===== src/rtl/regfile_ctrl_pkg.sv =====
// Shared constants and types for the register-file write-port controller.
package regfile_ctrl_pkg;

    localparam int DEF_DATA_W = 32;
    localparam int DEF_ADDR_W = 5;
    localparam int NUM_REGS   = 2 ** DEF_ADDR_W;
    localparam int REG_ZERO   = 0;

    // Index of a writeback requester (0 = ALU path, 1 = load/multiply path)
    typedef logic req_idx_t;

endpackage


===== src/rtl/regfile_wb_arbiter_rr_arb2.sv =====
// Two-way round-robin arbiter. A lone requester always wins; under
// contention the requester that did not win last time is granted.
// last_grant resets to 1 so requester 0 wins the first contention.
module rr_arb2
    import regfile_ctrl_pkg::*;
(
    input  logic       clk,
    input  logic       reset,
    input  logic [1:0] valid,
    output logic [1:0] grant
);

    req_idx_t last_grant;

    // One-hot grant from current requests and the last winner
    always_comb begin
        grant = 2'b00;
        case (valid)
            2'b01:   grant = 2'b01;
            2'b10:   grant = 2'b10;
            2'b11:   grant = (last_grant == 1'b0) ? 2'b10 : 2'b01;
            default: grant = 2'b00;
        endcase
    end

    // Remember the winner; idle cycles leave the pointer alone
    always_ff @(posedge clk) begin
        if (reset)
            last_grant <= 1'b1;
        else if (|valid)
            last_grant <= req_idx_t'(grant[1]);
    end

endmodule


===== src/rtl/regfile_wb_arbiter.sv =====
// Register-file write-port controller: round-robin between two writeback
// requesters, one registered output stage feeding the file's write port,
// and a per-register busy scoreboard for decode stalls.
// Optional build macro WB_ZERO_DROP_EN: writes to register 0 are still
// acknowledged but never raise rf_we.
module regfile_wb_arbiter
    import regfile_ctrl_pkg::*;
#(
    parameter int DATA_W = DEF_DATA_W,
    parameter int ADDR_W = DEF_ADDR_W
) (
    input  logic                 clk,
    input  logic                 reset,
    input  logic                 req0_valid,
    input  logic [ADDR_W-1:0]    req0_addr,
    input  logic [DATA_W-1:0]    req0_data,
    output logic                 req0_ready,
    input  logic                 req1_valid,
    input  logic [ADDR_W-1:0]    req1_addr,
    input  logic [DATA_W-1:0]    req1_data,
    output logic                 req1_ready,
    input  logic                 issue_valid,
    input  logic [ADDR_W-1:0]    issue_addr,
    output logic                 rf_we,
    output logic [ADDR_W-1:0]    rf_addr,
    output logic [DATA_W-1:0]    rf_wdata,
    output logic [2**ADDR_W-1:0] busy_mask
);

    localparam int NREGS = 2 ** ADDR_W;

    logic [1:0]        grant;
    logic              any_grant;
    logic [ADDR_W-1:0] sel_addr;
    logic [DATA_W-1:0] sel_data;
    logic              we_next;
    logic [NREGS-1:0]  busy_q;
    logic [NREGS-1:0]  busy_d;

    rr_arb2 u_arb (
        .clk   (clk),
        .reset (reset),
        .valid ({req1_valid, req0_valid}),
        .grant (grant)
    );

    // The output stage never stalls, so ready is simply the grant
    assign req0_ready = grant[0];
    assign req1_ready = grant[1];
    assign any_grant  = |grant;

    // Mux the granted requester's payload toward the output register
    always_comb begin
        sel_addr = grant[1] ? req1_addr : req0_addr;
        sel_data = grant[1] ? req1_data : req0_data;
`ifdef WB_ZERO_DROP_EN
        we_next  = any_grant && (sel_addr != ADDR_W'(REG_ZERO));
`else
        we_next  = any_grant;
`endif
    end

    // Output register; address/data hold when nothing is granted
    always_ff @(posedge clk) begin
        if (reset) begin
            rf_we    <= 1'b0;
            rf_addr  <= '0;
            rf_wdata <= '0;
        end else begin
            rf_we <= we_next;
            if (any_grant) begin
                rf_addr  <= sel_addr;
                rf_wdata <= sel_data;
            end
        end
    end

    // Scoreboard next state: a new issue beats a retiring write to the
    // same register, since the old write no longer covers the new result
    always_comb begin
        busy_d = busy_q;
        for (int r = 1; r < NREGS; r++) begin
            if (issue_valid && issue_addr == ADDR_W'(r))
                busy_d[r] = 1'b1;
            else if (rf_we && rf_addr == ADDR_W'(r))
                busy_d[r] = 1'b0;
        end
        busy_d[0] = 1'b0;
    end

    // Scoreboard state; register 0 is never tracked
    always_ff @(posedge clk) begin
        if (reset)
            busy_q <= '0;
        else
            busy_q <= busy_d;
    end

    assign busy_mask = busy_q;

endmodule

===== config.mk =====
export PLATFORM = sky130hd
export DESIGN_NAME = regfile_wb_arbiter
export DESIGN_NICKNAME = d
export VERILOG_FILES = /design/src/rtl/regfile_ctrl_pkg.sv /design/src/rtl/regfile_wb_arbiter_rr_arb2.sv /design/src/rtl/regfile_wb_arbiter.sv
export SDC_FILE = /design/constraint.sdc
export NUM_CORES = 1
export LEC_CHECK = 0
export ABC_AREA = 1
export CORE_MARGIN = 10
export CORE_UTILIZATION = 40
export DETAILED_ROUTE_END_ITERATION = 8
export PLACE_DENSITY = 0.77
export SLEW_MARGIN = 15
export SYNTH_ARGS = -nofsm -noshare
export SYNTH_HDL_FRONTEND = slang
export SYNTH_SLANG_ARGS = --single-unit
export TNS_END_PERCENT = 100

===== constraint.sdc =====
create_clock -name clk -period 3.1 [get_ports clk]
set_input_delay 0.62 -clock clk [delete_from_list [all_inputs] [get_ports clk]]
set_output_delay 0.62 -clock clk [all_outputs]
set_load 0.03 [all_outputs]

==> flow_summary.ini, run 1 <==
[outcome]
status = finished, final reports clean

[clocking]
max-clock-path-buffers = 2
cts_setup_buffers = 0
insertion_delay_ns = 0.35
post_cts_resized = 0
cts_sinks = 70
numCtsBuffers = 9
clk_pin_slew_ns = 0.08
tritoncts = done
root_buffer = clkbuf_8
ctsHoldBuffers = 0
h-tree-depth = 3

[floorplanning]
core-area_um2 = 7810
dieArea_um2 = 12100
fp.dieW_um = 110
io_pins = 156
start_util_pct = 41.5
die_h_um = 110
rows = 32

[synthesis]
synth_nets = 549
synth-seq-cells = 70
ys_seq_area_share_pct = 43.3
synth.distinct_cells = 23
synth_edf_count = 0
avgSynthCellArea_um2 = 6.97
synth.area.top_cells = dfxtp_1 43%, nand2_1 16%, a21oi_1 6.0%
synth_area_um2 = 3240
yosys_warnings = 0
syn_inst = 465
synth_top_cell_by_area = dfxtp_1
synth_top_area_share_pct = 43.3
async_flop_share_pct = 0
synthFlopType = dfxtp_1

[global_routing]
grt_max_degree = 60
grt_pass1_wl_um = 17100
grt_overflow_total = 0
antenna_found_initial = 0
grt_pass1_vias = 3531
grt.total_usage_pct = 17.7

[setup_path]
cpMaxStageDelayCell = clkdlybuf4s50_1
cp.required_ns = 2.48
start_kind = primary input
timing_worst_setup_path_type = in2out
path_cells = clkdlybuf4s50_1 -> a21boi_2 -> buf_4
r2r_cells = 5
worstPathMaxFanout = 9
crit_arrival_ns = 1.89
crit_path_max_incr_delay_ns = 0.57
rrSetupSlack_ns = 1.32
cp-end-kind = output port

[placement]
place_congestion = 0.900
postPlaceCellArea_um2 = 4780
dp_hpwl_um = 8370
placedCellCount = 704
port_buffers = 154

[power]
switching_share_pct = 27.3
p_per_area_nw_per_um2 = 488
p_clk_share_pct = 39.8
p_comb_share_pct = 20.4
power_frac_seq_pct = 39.7
p_sw_uw = 674
total_power_mw = 2.47
internal_power_mw = 1.79
max-vdd-ir-drop_uv = 261
leakage_nw = 2.04

[route]
drtIter0Drc = 151
vias = 3542
avgRoutedWirePerCell_um = 15.1
drc = 0
antenna_left = 0
wl_um = 10800
first_pass_iters = 5
vias_per_cell = 4.92

[timing]
rsz0062_at_grt = false
min_period_ns = 2.51
finalClockSkew_ns = 0.0120
tightest_slew_ns = 1.12
hold_violations = 0
tns_ns = 0
final.period_utilization_pct = 81.0
fmax_mhz = 398
relSlewSlack_pct = 25.4
setup-violations-final = 0
slew_violations = 0

[min_path]
holdPathStages = 2
hold_class = reg2reg

[layout]
layoutNonFillerInstCount = 720
antenna_cells = 0
final_cell_area_um2 = 5050
syn2layout_area_growth_pct = 56.0
layout.nets = 697
drive_above_1_share_pct = 8.09

[flow_run]
max-cap-violations = 0
==> cell usage in the layout (no fill, tap or decap) <==
master / n
a21oi_1: 39
nor2_2: 1
nand3_1: 37
nand2_1: 141
clkinvlp_4: 1
inv_1: 47
clkdlybuf4s50_1: 152
inv_6: 1
nand2_4: 1
inv_2: 1
buf_12: 1
bufinv_16: 4
dfxtp_1: 70
nand2_2: 11
clkinv_4: 1
buf_4: 6
clkbuf_8: 9
o21ai_1: 36
nor2_1: 32
nor2_4: 2
o211ai_1: 1
conb_1: 1
a21boi_2: 1
o21ai_2: 10
o21ai_0: 12
==> power by group through the flow <==
stage | Combinational (mW) | Sequential (mW) | Clock [mW]
global route | 0.544 | 0.985 | 1.03
finish | 0.504 | 0.980 | 0.982
global placement | 0.500 | 0.998 | 0
detailed placement | 0.507 | 0.999 | 0
CTS | 0.509 | 0.979 | 0.996
floorplan | 0.177 | 1.09 | 0
==> per-stage QoR <==
step                      hold WS (ns)  util (%)  setup slack, ns
after floorplan                  0.499         -             1.23
after global placement           0.441      61.3            0.646
after detailed placement         0.447      61.3            0.611
after CTS                        0.458      64.7            0.597
after global routing             0.476      64.7            0.522
final                            0.458      64.7            0.589
==> flip-flops by register name, indices dropped and copies added, names as in the netlist <==
name / count
busy_mask: 31
rf_addr: 5
rf_wdata: 32
rf_we: 1
u_arb.last_grant: 1
==> final cells by class <==
cell class	count	area, um2
Clock buffer	9	124
Sequential cell	70	1400
Timing Repair Buffer	159	1590
Inverter	48	180
Multi-Input combinational cell	325	1490
Tap cell	102	128
Clock inverter	7	145
Fill cell	690	2750
==> worst max-delay path: cells and delay by family <==
| family | cells | cell delay, ns |
|---|---|---|
| AOI/OAI and AO/OA | 1 | 0.45 |
| buffers and inverters | 2 | 0.82 |
==> worst paths after layout <==
kind	from	endpoint
hold reg to reg	rf_wdata[24]$_SDFFE_PP0P_	rf_wdata[24]$_SDFFE_PP0P_
setup / recovery	req0_valid	req0_ready
setup reg to reg	rf_we$_SDFF_PP0_	busy_mask[3]$_SDFFE_PP0P_
hold / removal	rf_wdata[24]$_SDFFE_PP0P_	rf_wdata[24]$_SDFFE_PP0P_
==> metal layers <==
metal / GRT usage (%) / share of wire [%] / vias up / wire length [um]
li1: - / - / 1780 / -
met5: 0 / 0 / - / 0
met2: 29.2 / 47 / 156 / 5120
met3: 9.00 / 13 / 13 / 1430
met1: 19.1 / 38 / 1593 / 4160
met4: 6.78 / 1.1 / 0 / 119
==> kinds of logic (layout without fill, tap and decap cells) <==
logic type	Yosys count	count (layout)	synth area share, %
AOI/OAI and AO/OA	99	99	16.7
buffers and inverters	70	223	10.8
DFF	70	70	43.3
other	1	1	0.116
and+or+nand+nor	225	225	29.1
==> cell usage after synthesis (2+ instances only) <==
cell	instances
buf_4	4
nand2_1	141
nand3_1	37
clkbuf_2	2
o21ai_1	36
nand2_2	11
nor2_4	2
a21oi_1	39
dfxtp_1	70
buf_2	6
o21ai_0	12
nor2_1	32
inv_1	47
clkbuf_1	3
buf_6	6
o21ai_2	10
Note: power is estimated with default switching activity, not from simulation.
==> run 2: changes to the inputs <==
==> constraint.sdc (replaced) <==
create_clock -name clk -period 2.55 [get_ports clk]
set_input_delay 0.51 -clock clk [delete_from_list [all_inputs] [get_ports clk]]
set_output_delay 0.51 -clock clk [all_outputs]
set_load 0.03 [all_outputs]
==> flow_summary.ini, run 2 (synthesized netlist as in run 1, its figures left out) <==
[route]
wl_met3_um = 1530
vias = 3489
top_layer = met4
wl_met2_um = 4990
drt-met1-wl_um = 4110
vias_per_cell = 4.83
drc = 0
drtIter0Drc = 122
wl_um = 10800
avgRoutedWirePerCell_um = 14.9
first_pass_iters = 5
antenna_left = 0

[setup_path]
rrSetupSlack_ns = 1.08
cp.required_ns = 2.04
crit_arrival_ns = 1.67
cp-end-kind = output port
worstPathMaxFanout = 11
reg2reg_from = rf_addr[0]$_SDFFE_PP0P_
r2r_cells = 5
timing_worst_setup_path_type = in2out
worstReg2RegEnd = busy_mask[1]$_SDFFE_PP0P_
start_kind = primary input

[placement]
postPlaceCellArea_um2 = 4810
dp_hpwl_um = 8250
place_congestion = 0.931
post-place-ws_ns = 0.338
port_buffers = 154

[clocking]
h-tree-depth = 3
tritoncts = done
cts_setup_buffers = 0
cts_sinks = 70
numCtsBuffers = 9
root_buffer = clkbuf_8
insertion_delay_ns = 0.34
max-clock-path-buffers = 2
clk_pin_slew_ns = 0.07
ctsHoldBuffers = 0
post_cts_resized = 0

[layout]
fin_util_pct = 64.4
final_common_cell = clkdlybuf4s50_1
most-common-layout-cells = 152 x clkdlybuf4s50_1, 141 x nand2_1, 70 x dfxtp_1, 47 x inv_1, 39 x a21oi_1
final_cell_area_um2 = 5030
num-fill-cells = 718
largest_register = rf_wdata
syn2layout_area_growth_pct = 55.2
largest_reg_flops = 32
antenna_cells = 0
drive_above_1_share_pct = 8.53
layout.nets = 700

[min_path]
hold_class = reg2reg
worstHoldStart = rf_wdata[14]$_SDFFE_PP0P_
holdPathStages = 2
hold_path_end = rf_wdata[14]$_SDFFE_PP0P_

[power]
internal_power_mw = 1.98
p_per_area_nw_per_um2 = 555
leakage_nw = 2.03
switching_share_pct = 29.0
power_frac_seq_pct = 42.8
p_comb_share_pct = 22.0
p_clk_share_pct = 35.3
max-vdd-ir-drop_uv = 310
p_sw_uw = 807

[global_routing]
grt_pass1_vias = 3403
grt_overflow_total = 0
antenna_found_initial = 0
grt.total_usage_pct = 17.3
grt_pass1_wl_um = 16700
grt_max_degree = 40

[timing]
whs_ns = 0.453
final.period_utilization_pct = 85.4
setup-violations-final = 0
min_period_ns = 2.18
tightest_slew_ns = 0.688
finalClockSkew_ns = 0.0118
fin_ws_ns = 0.373
hold_violations = 0
slew_violations = 0
tns_ns = 0
fmax_mhz = 459
relSlewSlack_pct = 53.9
rsz0062_at_grt = false

[flow_run]
max-cap-violations = 0

[floorplanning]
io_pins = 156
fp.dieW_um = 110
rows = 32
start_util_pct = 41.5
die_h_um = 110
core-area_um2 = 7810
dieArea_um2 = 12100

[outcome]
status = finished, final reports clean
[run 2: changes by cell type in the layout (fill, tap and decap cells not counted), sizes merged]
cell | before | now
clkinvlp | 1 | 0
clkinv | 1 | 4
buf | 7 | 10
bufinv | 4 | 2
[run 2: worst max path at each step]
stage                                     end        from  slack, ns  cells after the start
finish                             req1_ready  req1_valid       0.37                      4
global route                       req1_ready  req1_valid       0.31                      4
CTS                                req1_ready  req1_valid       0.38                      4
detailed placement  rf_wdata[24]$_SDFFE_PP0P_  req1_valid       0.34                      6
global placement    rf_wdata[25]$_SDFFE_PP0P_  req1_valid       0.41                      6
floorplan                          req0_ready  req1_valid       0.90                      2
[run 2: metrics by stage]
step,std cells,power [mW]
final,723,2.79
after global routing,723,2.91
after CTS,723,2.80
after detailed placement,707,1.83
after global placement,707,1.82
after floorplan,465,1.53
[run 2: per-layer routing]
layer  global-route usage, %  up-vias
met5                       0        -
met1                    18.8     1521
li1                        -     1783
met3                    9.17       13
met4                    5.39        0
met2                    28.5      172
[run 2: area by class of cell]
class,count,area [um2],area share [%]
Clock buffer,9,124,2.46
Clock inverter,7,96.3,1.92
Inverter,48,180,3.58
Timing Repair Buffer,162,1610,32.0
Tap cell,102,128,2.54
Sequential cell,70,1400,27.9
Multi-Input combinational cell,325,1490,29.6
[run 2: power by group through the flow]
| stage | Combinational (mW) | Sequential [mW] | Clock [mW] |
|---|---|---|---|
| final | 0.612 | 1.19 | 0.983 |
| after global routing | 0.662 | 1.20 | 1.05 |
| after CTS | 0.616 | 1.19 | 0.995 |
| after detailed placement | 0.614 | 1.22 | 0 |
| after global placement | 0.609 | 1.22 | 0 |
| after floorplan | 0.215 | 1.32 | 0 |
[run 2: critical path: stages]
cell             delay, ns
clkdlybuf4s50_1       0.81
nand2_4               0.11
inv_1                 0.07
buf_4                 0.15
